[config.mk]
export PLATFORM = sky130hd
export DESIGN_NAME = seven_seg_scanner
export DESIGN_NICKNAME = d
export VERILOG_FILES = /design/src/rtl/seven_seg_scanner.sv
export SDC_FILE = /design/constraint.sdc
export NUM_CORES = 1
export LEC_CHECK = 0
export BUFFER_PORTS_ARGS = -buffer_cell sky130_fd_sc_hd__buf_2
export CAP_MARGIN = 20
export CORE_AREA = 2 2 97 90
export CTS_BUF_LIST = sky130_fd_sc_hd__clkbuf_2
export CTS_CLUSTER_DIAMETER = 40
export DETAILED_ROUTE_END_ITERATION = 6
export DIE_AREA = 0 0 99 92
export PLACE_DENSITY = 0.68
export SYNTH_ARGS = -nofsm -noshare
export SYNTH_HDL_FRONTEND = slang
export SYNTH_SLANG_ARGS = --single-unit
[constraint.sdc]
create_clock -name clk -period 3.27 [get_ports clk]
set_clock_uncertainty 0.2 [all_clocks]
set_input_delay 0.4905 -clock clk [delete_from_list [all_inputs] [get_ports clk]]
set_output_delay 0.4905 -clock clk [all_outputs]
set_load 0.02 [all_outputs]
[src/rtl/seven_seg_scanner.sv]
// Four-digit common-anode seven-segment scanner: frame-synchronous snapshot,
// BCD decode, per-digit blink, decimal points and hour-tens zero suppression.
module seven_seg_scanner #(
   parameter int unsigned REFRESH_DIV = 100000,
   parameter int unsigned BLINK_DIV   = 25000000
) (
   input  logic        clk,
   input  logic        reset_n,
   input  logic [15:0] bcd_in,
   input  logic [3:0]  blink_mask,
   input  logic [3:0]  dp_mask,
   input  logic        lz_blank,
   output logic [3:0]  an,
   output logic [6:0]  seg,
   output logic        dp
);

   localparam int unsigned PRE_W = (REFRESH_DIV > 1) ? $clog2(REFRESH_DIV) : 1;
   localparam int unsigned BLK_W = (BLINK_DIV > 1) ? $clog2(BLINK_DIV) : 1;
   localparam logic [PRE_W-1:0] PRE_TC = PRE_W'(REFRESH_DIV - 1);
   localparam logic [BLK_W-1:0] BLK_TC = BLK_W'(BLINK_DIV - 1);

   logic [PRE_W-1:0] r_pre;
   logic [1:0]       r_idx;
   logic [BLK_W-1:0] r_blink_cnt;
   logic             r_blink_ph;
   logic [15:0]      r_snap_bcd;
   logic [3:0]       r_snap_blink;
   logic [3:0]       r_snap_dp;
   logic             r_snap_lz;
   logic [3:0]       r_an;
   logic [6:0]       r_seg;
   logic             r_dp;

   logic             w_pre_tc;
   logic [3:0]       w_v;
   logic             w_blank;
   logic [6:0]       w_seg;

   assign w_pre_tc = (r_pre == PRE_TC);

   // Digit value for the slot being scanned.
   always_comb begin
      w_v = r_snap_bcd[3:0];
      case (r_idx)
         2'd0: w_v = r_snap_bcd[3:0];
         2'd1: w_v = r_snap_bcd[7:4];
         2'd2: w_v = r_snap_bcd[11:8];
         2'd3: w_v = r_snap_bcd[15:12];
         default: w_v = r_snap_bcd[3:0];
      endcase
   end

   // First cycle of each slot is dark so the previous digit cannot ghost.
   assign w_blank = (r_pre == '0)
                  | (r_blink_ph & r_snap_blink[r_idx])
                  | ((r_idx == 2'd3) & r_snap_lz & (w_v == 4'd0));

   // Active-low gfedcba; non-BCD nibbles show a dash.
   always_comb begin
      w_seg = 7'b0111111;
      case (w_v)
         4'd0: w_seg = 7'b1000000;
         4'd1: w_seg = 7'b1111001;
         4'd2: w_seg = 7'b0100100;
         4'd3: w_seg = 7'b0110000;
         4'd4: w_seg = 7'b0011001;
         4'd5: w_seg = 7'b0010010;
         4'd6: w_seg = 7'b0000010;
         4'd7: w_seg = 7'b1111000;
         4'd8: w_seg = 7'b0000000;
         4'd9: w_seg = 7'b0010000;
         default: w_seg = 7'b0111111;
      endcase
   end

   always_ff @(posedge clk or negedge reset_n) begin
      if (!reset_n) begin
         r_pre <= '0;
         r_idx <= 2'd0;
      end else if (w_pre_tc) begin
         r_pre <= '0;
         r_idx <= r_idx + 2'd1;
      end else begin
         r_pre <= r_pre + PRE_W'(1);
      end
   end

   always_ff @(posedge clk or negedge reset_n) begin
      if (!reset_n) begin
         r_blink_cnt <= '0;
         r_blink_ph  <= 1'b0;
      end else if (r_blink_cnt == BLK_TC) begin
         r_blink_cnt <= '0;
         r_blink_ph  <= ~r_blink_ph;
      end else begin
         r_blink_cnt <= r_blink_cnt + BLK_W'(1);
      end
   end

   // Inputs are sampled only at the end of a frame to avoid tearing.
   always_ff @(posedge clk or negedge reset_n) begin
      if (!reset_n) begin
         r_snap_bcd   <= 16'h0000;
         r_snap_blink <= 4'h0;
         r_snap_dp    <= 4'h0;
         r_snap_lz    <= 1'b0;
      end else if (w_pre_tc && (r_idx == 2'd3)) begin
         r_snap_bcd   <= bcd_in;
         r_snap_blink <= blink_mask;
         r_snap_dp    <= dp_mask;
         r_snap_lz    <= lz_blank;
      end
   end

   always_ff @(posedge clk or negedge reset_n) begin
      if (!reset_n) begin
         r_an  <= 4'b1111;
         r_seg <= 7'b1111111;
         r_dp  <= 1'b1;
      end else begin
         r_an  <= w_blank ? 4'b1111 : ~(4'b0001 << r_idx);
         r_seg <= w_seg;
         r_dp  <= ~r_snap_dp[r_idx];
      end
   end

   assign an  = r_an;
   assign seg = r_seg;
   assign dp  = r_dp;

endmodule
==> summary by stage, run 1 <==
Outcome
The flow ran to the end, and the final reports show no timing, DRC or antenna violations.

Pwr
Across the VDD grid, the largest voltage drop is 0.0002284 V. The leakage dissipation is 2.105 nW. The total power divided by cell area is 356.4 nW/um^2.

Synthesis
The number of flops mapped to enable cells by yosys is 0. During synthesis, Yosys emitted a total of 0 warnings. Synthesis inferred 82 register bits. When the netlist entered floorplanning its net count stood at 368. The synthesized netlist devotes 3.489% of its cell area to adder and majority cells.

For this run, the leading register cell type out of synthesis is sky130_fd_sc_hd__dfrtp_1. The synthesized netlist devotes 17.70% of its cell area to simple gates. The portion of the post-synthesis area used by sequential elements is 52.39%. The compound-cell area share of the yosys netlist is 5.677%. The share of cell area taken by muxes after synthesis is 11.77%.

The summed instance area of the synthesized netlist is 3945 sq um. The number of distinct library cells after synthesis is 41. Synthesis handed over a netlist of 330 instances. Dividing the synthesized area by the synthesized cell count gives 11.95 sq um. In the synthesized netlist the async set-or-reset flop fraction comes to 100.0%. By area, the combinational part of the netlist is dominated by simple AND/OR/NAND/NOR gates. The xor and xnor area share after synthesis is 6.438%.

GRT
The maximum number of pins on one net before global-route repair is 83. Global routing consumed, over all layers together, 18.87% of the routing resources. For this run the aggregate overflow at the end of global routing stands at 0. The via count of the first global-routing pass is 2790.

The first-pass GRT wire length is 13.61 mm. The initial antenna violation count is 0.

STA
Subtracting the final worst setup slack from the clock period gives 2.626 ns. The worst-case headroom to the max-slew limit is 56.36%. At the pin with the least slew margin, the transition time is 0.6496 ns. The highest clock rate is 380.8 MHz. The final cycle utilization of the critical path is 80.31%. Setup violations remaining at the end of the flow were counted as 0. The setup TNS after final layout is 0 ns. The max-slew violation count was 0. The hold violation count in the final report is 0.

Setup repair after global routing left no endpoint under its margin.

Routing
The met3 wire length is 244 microns. In the final routing, the length of wire on met1 measures 3.659 mm. Summed over all nets, wire length on met2 after detailed routing comes to 3.868 mm.

The top metal layer carrying routed signals is met4. In the final routed layout, each cell accounts on average for 15.53 microns. The number of detailed-routing iterations run before antenna repair is 7. The via-per-instance ratio is 5.494. The number of violations reported at the end of detailed-routing iteration 0 is 143.

After detailed routing, the total wire length is 7.890 mm. The post-route antenna net violation count is 0. After detailed routing, the number of remaining DRC violations is 0. The via count is 2791.

Floorplan
The core region is 8208 sq um. The die covers 9108 sq um. The initial utilization of the core area, before any placement, comes to 48.06%.

The number of top-level pins is 39. The number of rows created at floorplan is 32. The die is 99 microns wide.

The die height is 92 microns.

Place
The half-perimeter wire length after detailed placement is 5.180 mm. Routability-driven placement finished with a final weighted congestion of 0.8541. The total instance count after detailed placement is 465.

The count of input and output buffers is 38.

Clock network
The clock tree from TritonCTS is yes. At the later pin of the worst-skew pair, clock insertion delay measures 0.53 ns. Post-CTS timing repair inserted 0 buffers for setup.

The number of buffers created by CTS is 9. The number of gates resized after CTS is 0. The tree built by TritonCTS fans out to 82 sinks. Hold repair after CTS inserted 26 buffers. The clock-pin transition on the worst setup and hold timing paths is 0.23 ns. The longest clock path from root to sink contains 2 buffers. The root buffer cell chosen for the clock tree is sky130_fd_sc_hd__clkbuf_2. In this run the number of H-tree levels came out at 3.

Setup path
The end of the worst register-to-register path is an[0]$_DFF_PN1_. The path type of the worst setup path is register to register. Walking the worst path, the cells encountered are inv_1 -> ha_1 -> mux2i_1 -> inv_1 -> ha_1 -> and3_1 -> nand3_1 -> nand3_1. The startpoint type of the worst setup path is a register. The category of the worst setup path capture point is a register. The startpoint identified for the worst register-to-register timing path is r_idx[0]$_DFFE_PN0N_. The path depth of the worst reg2reg path is 8. The slack of the worst reg-to-reg path is 0.64 ns.

The arrival time reported for the critical path endpoint is 2.88 ns. Along the worst path, the maximum fanout reaches 6. The required time of the critical path is 3.52 ns. Among all stages on the critical path, the largest delay is contributed by sky130_fd_sc_hd__mux2i_1. The largest stage delay on the critical path is 0.52 ns.

Hold path
In this run the worst hold path is classified as input pin to asynchronous set/reset pin.

Job
Across the run, the number of max-cap violations was 0.

Layout
The finished layout holds 508 standard cells, fillers aside. In the final design database the tool counted 439 nets. The synthesis-to-finish area growth is 17.03%. The layout cell share with drive strength beyond 1 is 25.86%. The number of antenna repair diodes is 0.
-- critical path, delay by kind of cell (launching register included) --
kind / cells / cell delay (ns)
buf+inv: 2 / 0.33
mux: 1 / 0.52
simple gates: 3 / 0.41
flops: 1 / 0.49
fa+ha+maj: 2 / 0.60
-- flip-flops by register name (all words and copies together), names as in the netlist --
register and flops:
an 4, dp 1, r_blink_cnt 25, r_blink_ph 1
r_idx 2, r_pre 17, r_snap_bcd 16, r_snap_blink 4
r_snap_dp 4, r_snap_lz 1, seg 7
-- power breakdown --
part | internal (W) | switching [W]
Sequential | 0.00104 | 0.0000124
Clock | 0.000105 | 0.000354
Combinational | 0.0000678 | 0.0000618
-- through the flow --
| stage | utilization, % | instance area, sq um | hold WS (ns) | setup slack, ns | power, W |
|---|---|---|---|---|---|
| floorplan | - | 3945 | -0.005091 | 0.9269 | 0.001121 |
| global placement | 51.62 | 4237 | 0.2343 | 0.8066 | 0.001173 |
| detailed placement | 51.62 | 4237 | 0.2517 | 0.6746 | 0.001176 |
| CTS | 55.91 | 4589 | 0.2783 | 0.6364 | 0.001658 |
| global route | 56.25 | 4617 | 0.1331 | 0.3988 | 0.001724 |
| finish | 56.25 | 4617 | 0.1682 | 0.6437 | 0.001645 |
-- metal layers --
metal | track usage (%) | vias to the layer above
met5 | 0 | -
li1 | - | 1337
met4 | 5.822 | 0
met2 | 29.56 | 43
met3 | 4.878 | 14
met1 | 25.89 | 1397
-- synthesized netlist by cell type (all sizes together) (3+ instances only) --
cell type	number	area [sq um]
dfrtp	70	1752
inv	15	56.30
or4	8	67.56
a222oi	4	40.04
and2	3	18.77
nor4	5	61.31
mux2i	4	40.04
or3	3	18.77
clkbuf	3	11.26
o21ai	9	45.04
dfstp	12	315.3
and3	4	25.02
buf	4	32.53
and4	8	70.07
nor2	19	71.32
xnor2	18	157.7
xor2	11	96.34
a21oi	11	55.05
mux2	27	379.1
nor3	8	40.04
nand4	13	81.33
o31ai	6	45.04
nand3	22	122.6
nand2	18	67.56
ha	11	137.6
-- final cells by class --
class                           instances  area (sq um)
Tap cell                              102         127.6
Sequential cell                        82          2067
Multi-Input combinational cell        226          1778
Inverter                               15         56.30
Timing Repair Buffer                   67         495.5
Clock buffer                           10         50.05
Fill cell                             702          3591
Clock inverter                          6         42.54
-- cells in the final DEF, fill, tap and decap left out, types with 2 or more instances in the layout --
master,netlist,final
sky130_fd_sc_hd__mux4_2,2,2
sky130_fd_sc_hd__nand3_1,21,21
sky130_fd_sc_hd__or4_1,6,6
sky130_fd_sc_hd__or4_4,2,2
sky130_fd_sc_hd__nand2_1,18,18
sky130_fd_sc_hd__dlygate4sd3_1,0,26
sky130_fd_sc_hd__nor4_4,2,2
sky130_fd_sc_hd__xor2_1,11,11
sky130_fd_sc_hd__mux2i_1,4,4
sky130_fd_sc_hd__a21oi_1,11,11
sky130_fd_sc_hd__xnor2_1,18,18
sky130_fd_sc_hd__dfstp_2,12,12
sky130_fd_sc_hd__clkbuf_2,0,10
sky130_fd_sc_hd__nand4_1,13,13
sky130_fd_sc_hd__or2_2,2,2
sky130_fd_sc_hd__and4_1,8,8
sky130_fd_sc_hd__nor4_1,3,3
sky130_fd_sc_hd__nor2b_1,2,2
sky130_fd_sc_hd__dfrtp_1,70,70
sky130_fd_sc_hd__nor3_1,8,8
sky130_fd_sc_hd__mux2_4,20,20
sky130_fd_sc_hd__clkinv_4,0,2
sky130_fd_sc_hd__o31ai_1,6,6
sky130_fd_sc_hd__mux2_2,7,7
sky130_fd_sc_hd__and2_1,3,3
sky130_fd_sc_hd__ha_1,11,11
sky130_fd_sc_hd__buf_2,2,37
sky130_fd_sc_hd__o21ai_0,9,9
sky130_fd_sc_hd__a222oi_1,4,4
sky130_fd_sc_hd__or3_1,3,3
sky130_fd_sc_hd__inv_1,15,15
sky130_fd_sc_hd__and3_1,4,4
sky130_fd_sc_hd__buf_4,0,3
sky130_fd_sc_hd__nor2_1,19,19
-- cell families after synthesis --
kind of cell             count (synthesis)
flip-flops                              82
adder cells (fa/ha/maj)                 11
AO/OA/AOI/OAI                           35
buffers and inverters                   22
XOR/XNOR                                29
AND/OR/NAND/NOR                        118
multiplexers                            33
-- worst max-delay path by stage --
stage	start	end	slack (ns)	cells after the start
floorplan	r_idx[0]$_DFFE_PN0N_	an[0]$_DFF_PN1_	0.93	9
global placement	r_idx[0]$_DFFE_PN0N_	an[0]$_DFF_PN1_	0.81	8
detailed placement	r_idx[0]$_DFFE_PN0N_	an[0]$_DFF_PN1_	0.67	8
CTS	r_idx[0]$_DFFE_PN0N_	an[0]$_DFF_PN1_	0.64	8
global route	r_idx[0]$_DFFE_PN0N_	an[3]$_DFF_PN1_	0.40	8
finish	r_idx[0]$_DFFE_PN0N_	an[0]$_DFF_PN1_	0.64	8
(Power assumes the default switching activity.)
==> inputs of run 2 (changes only) <==
--- a/config.mk
+++ b/config.mk
@@ -12,7 +12,7 @@
 export CTS_CLUSTER_DIAMETER = 40
 export DETAILED_ROUTE_END_ITERATION = 6
 export DIE_AREA = 0 0 99 92
-export PLACE_DENSITY = 0.68
+export PLACE_DENSITY = 0.71
 export SYNTH_ARGS = -nofsm -noshare
 export SYNTH_HDL_FRONTEND = slang
 export SYNTH_SLANG_ARGS = --single-unit
==> constraint.sdc (replaced) <==
create_clock -name clk -period 2.2 [get_ports clk]
set_clock_uncertainty 0.2 [all_clocks]
set_input_delay 0.33 -clock clk [delete_from_list [all_inputs] [get_ports clk]]
set_output_delay 0.33 -clock clk [all_outputs]
set_load 0.02 [all_outputs]
==> summary by stage, run 2 (same netlist as run 1, synthesis figures left out) <==
Setup path
The largest individual stage delay along the critical path comes from the cell sky130_fd_sc_hd__dfrtp_1. The count of buffering cells on the critical path with inverters included is 2. STA classifies the critical path endpoint as a register. STA classifies the critical path startpoint as a register.

For the worst setup path, the data required time is 2.45 ns. The signal on the critical path passes through ha_2 -> buf_4 -> a222oi_1 -> buf_4 -> mux2_4 -> nand4_1 -> nand3_1. The path type of the worst setup path is register to register. The cell repeated most along the worst path is sky130_fd_sc_hd__buf_4. Along the worst path, the maximum fanout reaches 5. The kind of cell adding the most delay to the critical path is flip-flops. The arrival time reported for the critical path endpoint is 2.43 ns. The largest stage delay on the critical path is 0.50 ns.

Place
The half-perimeter wire length after detailed placement is 5.578 mm. Routability-driven placement finished with a final weighted congestion of 0.8789. The pre-CTS worst setup slack is -0.08919 ns. In this run the tool buffered the top-level ports with 38 buffer cells. In this run the cell area measured after placement is 4462 sq um. Once placement completed, the tool counted placed cells totaling 489.

Clock network
CTS saw 82 sinks. The number of buffers created by CTS is 9. The clock tree buffer depth is 2. In this run the number of H-tree levels came out at 3. Clock-pin slew was measured on the worst setup and hold paths at 0.21 ns. The cell sitting at the root of the clock tree is a sky130_fd_sc_hd__clkbuf_2. TritonCTS built the clock tree. The latest clock arrival within the worst-skew pair is 0.50 ns.

Layout
The register with the most flip-flops in the final layout is r_blink_cnt. The post-route netlist has 36.94% of its cells at a drive strength greater than 1. The largest registers in the layout are r_blink_cnt (25), r_pre (17), r_snap_bcd (16). The area growth from synthesis to layout is 27.94%. The flip-flop count of the largest register after layout is 25.

The number of standard cells in the final layout excluding fillers is 546. The post-layout instance area is 5047 sq um. Counting the fill cells in the layout gives 613. The most common cell after layout, fill and taps aside is sky130_fd_sc_hd__dfrtp_1. Leaving out fill and tap cells, the most frequent cells in the layout are 69 x sky130_fd_sc_hd__dfrtp_1, 37 x sky130_fd_sc_hd__buf_2, 35 x sky130_fd_sc_hd__buf_4.

The final net count is 477. The repair_antennas step left the layout with diodes totalling 0.

Floorplan
The initial standard-cell utilization of the core is 48.06%. The die height is 92 microns. The number of rows created at floorplan is 32.

The total die area is 9108 sq um. The x dimension of the die is 99 microns. The core region is 8208 sq um.

The number of top-level pins is 39.

Routing
In this run the remaining antenna-violating nets after routing total 0. The number of detailed-routing iterations run before antenna repair is 4. The via-per-instance ratio is 5.553. After detailed routing, the number of remaining DRC violations is 0. After detailed routing, the average wire length per cell comes to 17.26 microns. Summed over all layers, the routed wires come to 9.422 mm. The via count is 3032. The number of violations reported at the end of detailed-routing iteration 0 is 133.

Pwr
The leakage dissipation is 2.297 nW. The total net switching power is 0.0006298 W. The total power divided by cell area is 485.7 nW/um^2. The highest ir drop seen on vdd is 0.0003272 V. The proportion of total power due to net switching is 25.69%. The share of total power in combinational logic is 8.8%. The internal power of the cells is 0.001822 W. The fraction of power consumed by sequential logic is 64.2%. The fraction of power consumed by the clock network is 27.0%.

Hold path
In this run the worst hold path is classified as input pin to asynchronous set/reset pin.

STA
The worst-case headroom to the max-slew limit is 51.29%. Derived from the worst setup path, the maximum achievable clock frequency is 457.2 MHz. The hold violation count in the final report is 0. At the pin with the least slew margin, the transition time is 0.7283 ns. Once routing completed, OpenROAD measured the worst setup slack at 0.01298 ns. The clock period minus final worst setup slack is 2.187 ns. Setup violations remaining at the end of the flow were counted as 0. Setup repair after global routing could not meet its margin everywhere. The final cycle utilization of the critical path is 99.41%.

The worst-case hold slack is 0.1324 ns. The max-slew violation count is 0.

Outcome
The flow ran to the end, and the final reports show no timing, DRC or antenna violations.

Job
The number of max-cap violations is 0.

GRT
The maximum number of pins on one net before global-route repair is 40. The first global-routing pass estimated 14.72 mm of wire. Global routing finished with a remaining overflow of 0. The global-route usage over all layers is 20.67%.

The via count of the first global-routing pass came to 2972. The initial antenna violation count is 0.
## run 2: cell types whose count changed in the layout (fill, tap and decap cells not counted), moves of 3 or more
cell / before / now
sky130_fd_sc_hd__nand3_2: 0 / 4
sky130_fd_sc_hd__nand3_1: 21 / 16
sky130_fd_sc_hd__buf_4: 3 / 35
sky130_fd_sc_hd__inv_2: 0 / 4
sky130_fd_sc_hd__ha_4: 0 / 3
sky130_fd_sc_hd__mux2i_1: 4 / 1
sky130_fd_sc_hd__inv_1: 15 / 11
sky130_fd_sc_hd__ha_1: 11 / 6
sky130_fd_sc_hd__buf_12: 0 / 3
## run 2: final cells by class
cell class	instances	area [sq um]	share of cell area, %
flip-flops and latches	82	2068	40.98
multi-input cells	227	1909	37.83
repair buffers	104	799.5	15.84
well taps	102	127.6	2.529
inverters	15	56.30	1.116
clock buffers	11	55.05	1.091
clock inverters	5	31.28	0.6197
## run 2: stage by stage
stage | total power (W) | TNS (ns) | utilization, %
finish | 0.002451 | 0 | 61.49
floorplan | 0.001667 | 0 | -
global placement | 0.001752 | 0 | 54.36
detailed placement | 0.001757 | -0.3889 | 54.36
global route | 0.002560 | -0.7768 | 61.49
CTS | 0.002466 | 0 | 59.91
## run 2: worst register-to-register path, delay by kind of cell, from the launching register on
family,cells,cell delay [ns]
muxes,1,0.21
and+or+nand+nor,2,0.28
adders and majority gates,1,0.23
AOI/OAI and AO/OA,1,0.35
buffers and inverters,2,0.36
DFF,1,0.50
## run 2: path summary, 6_finish.rpt
path / from / endpoint / slack (ns) / depth (start not counted)
worst max-delay path: r_idx[1]$_DFFE_PN0N_ / seg[0]$_DFF_PN1_ / 0.01 / 7
worst min-delay path: reset_n / seg[5]$_DFF_PN1_ / 0.13 / 2
worst max register to register: r_idx[1]$_DFFE_PN0N_ / seg[0]$_DFF_PN1_ / 0.01 / 7
worst min register to register: r_blink_cnt[0]$_DFF_PN0_ / r_blink_cnt[0]$_DFF_PN0_ / 0.27 / 1
max in group asynchronous: reset_n / r_blink_cnt[10]$_DFF_PN0_ / 0.53 / 3
min in group clk: r_blink_cnt[0]$_DFF_PN0_ / r_blink_cnt[0]$_DFF_PN0_ / 0.27 / 1
## run 2: timing repair
item / 4_1_cts / 5_1_grt
endpoints found under the hold margin: 98 / 0
endpoints found under the setup margin: 6 / 19
resized for setup: 14 / 14
cloned: 0 / 1
hold buffers: 28 / 0
pin swaps: 4 / 8
setup buffers: 3 / 9
## run 2: power groups by stage
stage	clock network, W	registers, W	logic (W)
after global placement	0	0.00159	0.000157
final	0.000662	0.00157	0.000215
after CTS	0.000691	0.00157	0.000204
after global routing	0.000747	0.00158	0.000234
after floorplan	0	0.00161	0.0000609
after detailed placement	0	0.00160	0.000162
## run 2: metal layers
metal / routed length [microns] / up-vias / track usage (%) / share of wire (%)
li1: - / 1426 / - / -
met1: 4013 / 1527 / 26.97 / 43
met2: 5003 / 75 / 35.02 / 53
met3: 348 / 4 / 5.259 / 3.7
met4: 57 / 0 / 4.338 / 0.60
met5: 0 / - / 0 / 0
==> inputs of run 3 (changes only) <==
==> config.mk (replaced) <==
export PLATFORM = sky130hd
export DESIGN_NAME = seven_seg_scanner
export DESIGN_NICKNAME = d
export VERILOG_FILES = /design/src/rtl/seven_seg_scanner.sv
export SDC_FILE = /design/constraint.sdc
export NUM_CORES = 1
export LEC_CHECK = 0
export CAP_MARGIN = 20
export CORE_AREA = 2 2 97 90
export CTS_BUF_LIST = sky130_fd_sc_hd__clkbuf_2
export CTS_CLUSTER_DIAMETER = 40
export DETAILED_ROUTE_END_ITERATION = 6
export DIE_AREA = 0 0 99 92
export DONT_BUFFER_PORTS = 1
export PLACE_DENSITY = 0.66
export SYNTH_ARGS = -nofsm -noshare
export SYNTH_HDL_FRONTEND = slang
export SYNTH_SLANG_ARGS = --single-unit
==> summary by stage, run 3 (same netlist as run 1, synthesis figures left out) <==
Pwr
VDD sags by at most 0.0003110 V. For this design the total switching power over the nets is 0.0006067 W. Summed over all cells, the static leakage comes to 2.120 nW. The share of total power in combinational logic is 6.3%. Sequential cells account for 63.2% of the total power. The internal portion of the total power is 0.001907 W. The clock network accounts for 30.6% of the total power. The proportion of total power due to net switching is 24.13%. The total power divided by cell area is 523.5 nW/um^2.

Routing
Wires add up to 8.162 mm. The final routed DRC violation total is 0. The number of detailed-routing iterations run before antenna repair is 6. The post-route antenna net violation count is 0. The first routing iteration left 128 violations. Dividing the detail-routed wire length by the instance count gives 16.26 microns. The routed layout has 2768 vias. The via-per-instance ratio is 5.514.

Floorplan
The initial standard-cell utilization of the core is 48.06%. The die height is 92 microns. The floorplan step defined a die boundary enclosing 9108 sq um. The number of rows created at floorplan is 32. The x dimension of the die is 99 microns.

The region available for standard cell placement spans 8208 sq um. In this run the count of I/O pins placed on the die edge is 39.

Layout
The register with the most flip-flops in the layout has 25 of them. In the layout the commonest cells are 67 x sky130_fd_sc_hd__dfrtp_1, 32 x sky130_fd_sc_hd__buf_4, 26 x sky130_fd_sc_hd__dlygate4sd3_1. The register with the most flip-flops is r_blink_cnt. The final net count is 433. Compared with the post-synthesis result, the final layout area differs by 21.73%.

After routing the design area is 4802 sq um. The largest registers in the layout are r_blink_cnt (25), r_pre (17), r_snap_bcd (16). The flip-flop and latch area is 2071 sq um. The layout cell share with drive strength beyond 1 is 30.25%. The area of combinational cells with multiple inputs is 1889 sq um. The number of filler cells placed in the layout is 658.

The most common cell after layout, fill and taps aside is sky130_fd_sc_hd__dfrtp_1. The post-layout utilization of the core is 58.51%. The number of antenna repair diodes is 0.

Clock network
The clock-pin transition on the worst setup and hold timing paths is 0.22 ns. TritonCTS created 9 clock buffers. The tree is rooted in a sky130_fd_sc_hd__clkbuf_2.

The latest clock arrival within the worst-skew pair is 0.51 ns. The clock tree from TritonCTS is yes. The H-tree generated during clock tree synthesis spans 3 levels. Counting along the longest clock path gives a buffer depth of 2.

The clock net in this run drives a total of 82 sinks.

Setup path
For this run, the slowest stage of the critical path takes 0.47 ns. The arrival time reported for the critical path endpoint is 2.42 ns. In this run the worst path has a maximum fanout of 4. The worst setup path is of the register to register kind. The required time of the critical path is 2.46 ns.

The category of the worst setup path capture point is a register. The signal on the critical path passes through inv_2 -> ha_4 -> a222oi_1 -> mux2i_2 -> inv_1 -> ha_2 -> and3_4 -> nand3_4 -> nand3_2. The startpoint type of the worst setup path is a register. The master of the slowest instance on the critical path is sky130_fd_sc_hd__dfrtp_2.

GRT
The global-route track usage on met1 is 24.91%. Entering global routing, the biggest net connects 83 pins. The layer flagged by global routing as most heavily used is met2. The first-pass GRT wire length is 13.37 mm. The via count of the first global-routing pass is 2776.

After global routing the overflow that remains totals 0. The met2 usage in global routing is 28.94%. The initial antenna violation count came to 0. The global-route track usage on met3 is 6.021%. Global routing used 18.66% of the available tracks across all layers.

STA
The hold violation count in the final report is 0. The max-slew violation count is 0. The number of endpoints failing setup at the final stage is 0. The final cycle utilization of the critical path is 98.38%.

Subtracting the final worst setup slack from the clock period gives 2.164 ns. Headroom to the max-slew limit came out at 62.29%. Setup repair after global routing could not meet its margin everywhere. The worst path setup slack after routing is 0.03555 ns. Static timing analysis puts the maximum clock frequency at 462.0 MHz.

For the pin with the worst max-slew slack, the measured transition is 0.5657 ns.

Place
The count of input and output buffers is 0. Prior to clock tree synthesis, the placed netlist has a worst setup slack of -0.05791 ns. The placed instances occupy a cell area of 4237 sq um.

The half-perimeter wire length after detailed placement is 5.217 mm. The routability congestion estimate from global placement is 0.7836.

Job
Max-cap violations in this run came to 0.

Hold path
The worst hold path belongs to the class input pin to asynchronous set/reset pin.

Outcome
The flow ran to the end, and the final reports show no timing, DRC or antenna violations.
-- run 3: changes by cell type in the layout (fill, tap and decap cells not counted), sizes merged --
cell / change
bufinv: +1
clkinv: -1
clkinvlp: +1
inv: -1
dlygate4sd3: -2
buf: -42
-- run 3: area by class of cell --
| cell class | instances | area share, % |
|---|---|---|
| Clock buffer | 11 | 1.146 |
| Multi-Input combinational cell | 227 | 39.34 |
| Sequential cell | 82 | 43.12 |
| Clock inverter | 5 | 1.146 |
| Tap cell | 102 | 2.658 |
| Inverter | 15 | 1.172 |
| Timing Repair Buffer | 60 | 11.41 |
-- run 3: timing repair --
| action | CTS | global route |
|---|---|---|
| pin swaps | 1 | 15 |
| setup buffers | 3 | 5 |
| setup endpoints to repair | 6 | 13 |
| resized for setup | 6 | 19 |
| hold buffers | 27 | 0 |
| cloned | 0 | 1 |
| hold endpoints to repair | 107 | 0 |
-- run 3: routing by layer --
layer  vias up  routed length (microns)  part of all wire (%)
met2        41                     3891                    48
met3         8                      354                   4.3
met4         0                      101                   1.2
met5         -                        0                     0
li1       1335                        -                     -
met1      1384                     3815                    47
-- run 3: power groups by stage --
| stage | combinational [W] | sequential (W) | clock [W] |
|---|---|---|---|
| 5_1_grt | 0.000176 | 0.00159 | 0.000859 |
| 6_report | 0.000158 | 0.00159 | 0.000768 |
| 3_3_place_gp | 0.0000700 | 0.00161 | 0 |
| 2_1_floorplan | 0.0000609 | 0.00161 | 0 |
| 4_1_cts | 0.000149 | 0.00159 | 0.000808 |
| 3_5_place_dp | 0.0000732 | 0.00161 | 0 |
-- run 3: final timing paths --
| path | start | to | slack, ns | cells past startpoint |
|---|---|---|---|---|
| min reg2reg | r_blink_cnt[0]$_DFF_PN0_ | r_blink_cnt[0]$_DFF_PN0_ | 0.27 | 1 |
| min | reset_n | r_snap_bcd[0]$_DFFE_PN0P_ | 0.16 | 2 |
| min in group clk | r_blink_cnt[0]$_DFF_PN0_ | r_blink_cnt[0]$_DFF_PN0_ | 0.27 | 1 |
| max in group asynchronous | reset_n | seg[0]$_DFF_PN1_ | 1.29 | 2 |
| max reg2reg | r_idx[0]$_DFFE_PN0N_ | an[0]$_DFF_PN1_ | 0.04 | 9 |
| max | r_idx[0]$_DFFE_PN0N_ | an[0]$_DFF_PN1_ | 0.04 | 9 |
-- run 3: per-stage QoR --
stage	hold WS, ns	power, W	std cells	setup TNS [ns]
final	0.1551	0.002514	502	0
after global routing	0.1379	0.002627	502	-0.5512
after CTS	0.1282	0.002544	496	0
after detailed placement	-0.1626	0.001686	450	-0.2394
after global placement	-0.1630	0.001683	450	0
after floorplan	-0.1656	0.001667	330	0
-- run 3: critical path: cells and delay by family, from the launching register on --
kind,cells,cell delay [ns]
AND/OR/NAND/NOR,3,0.38
AO/OA/AOI/OAI,1,0.35
multiplexers,1,0.15
flip-flops,1,0.47
buffers and inverters,2,0.21
adder cells (fa/ha/maj),2,0.37
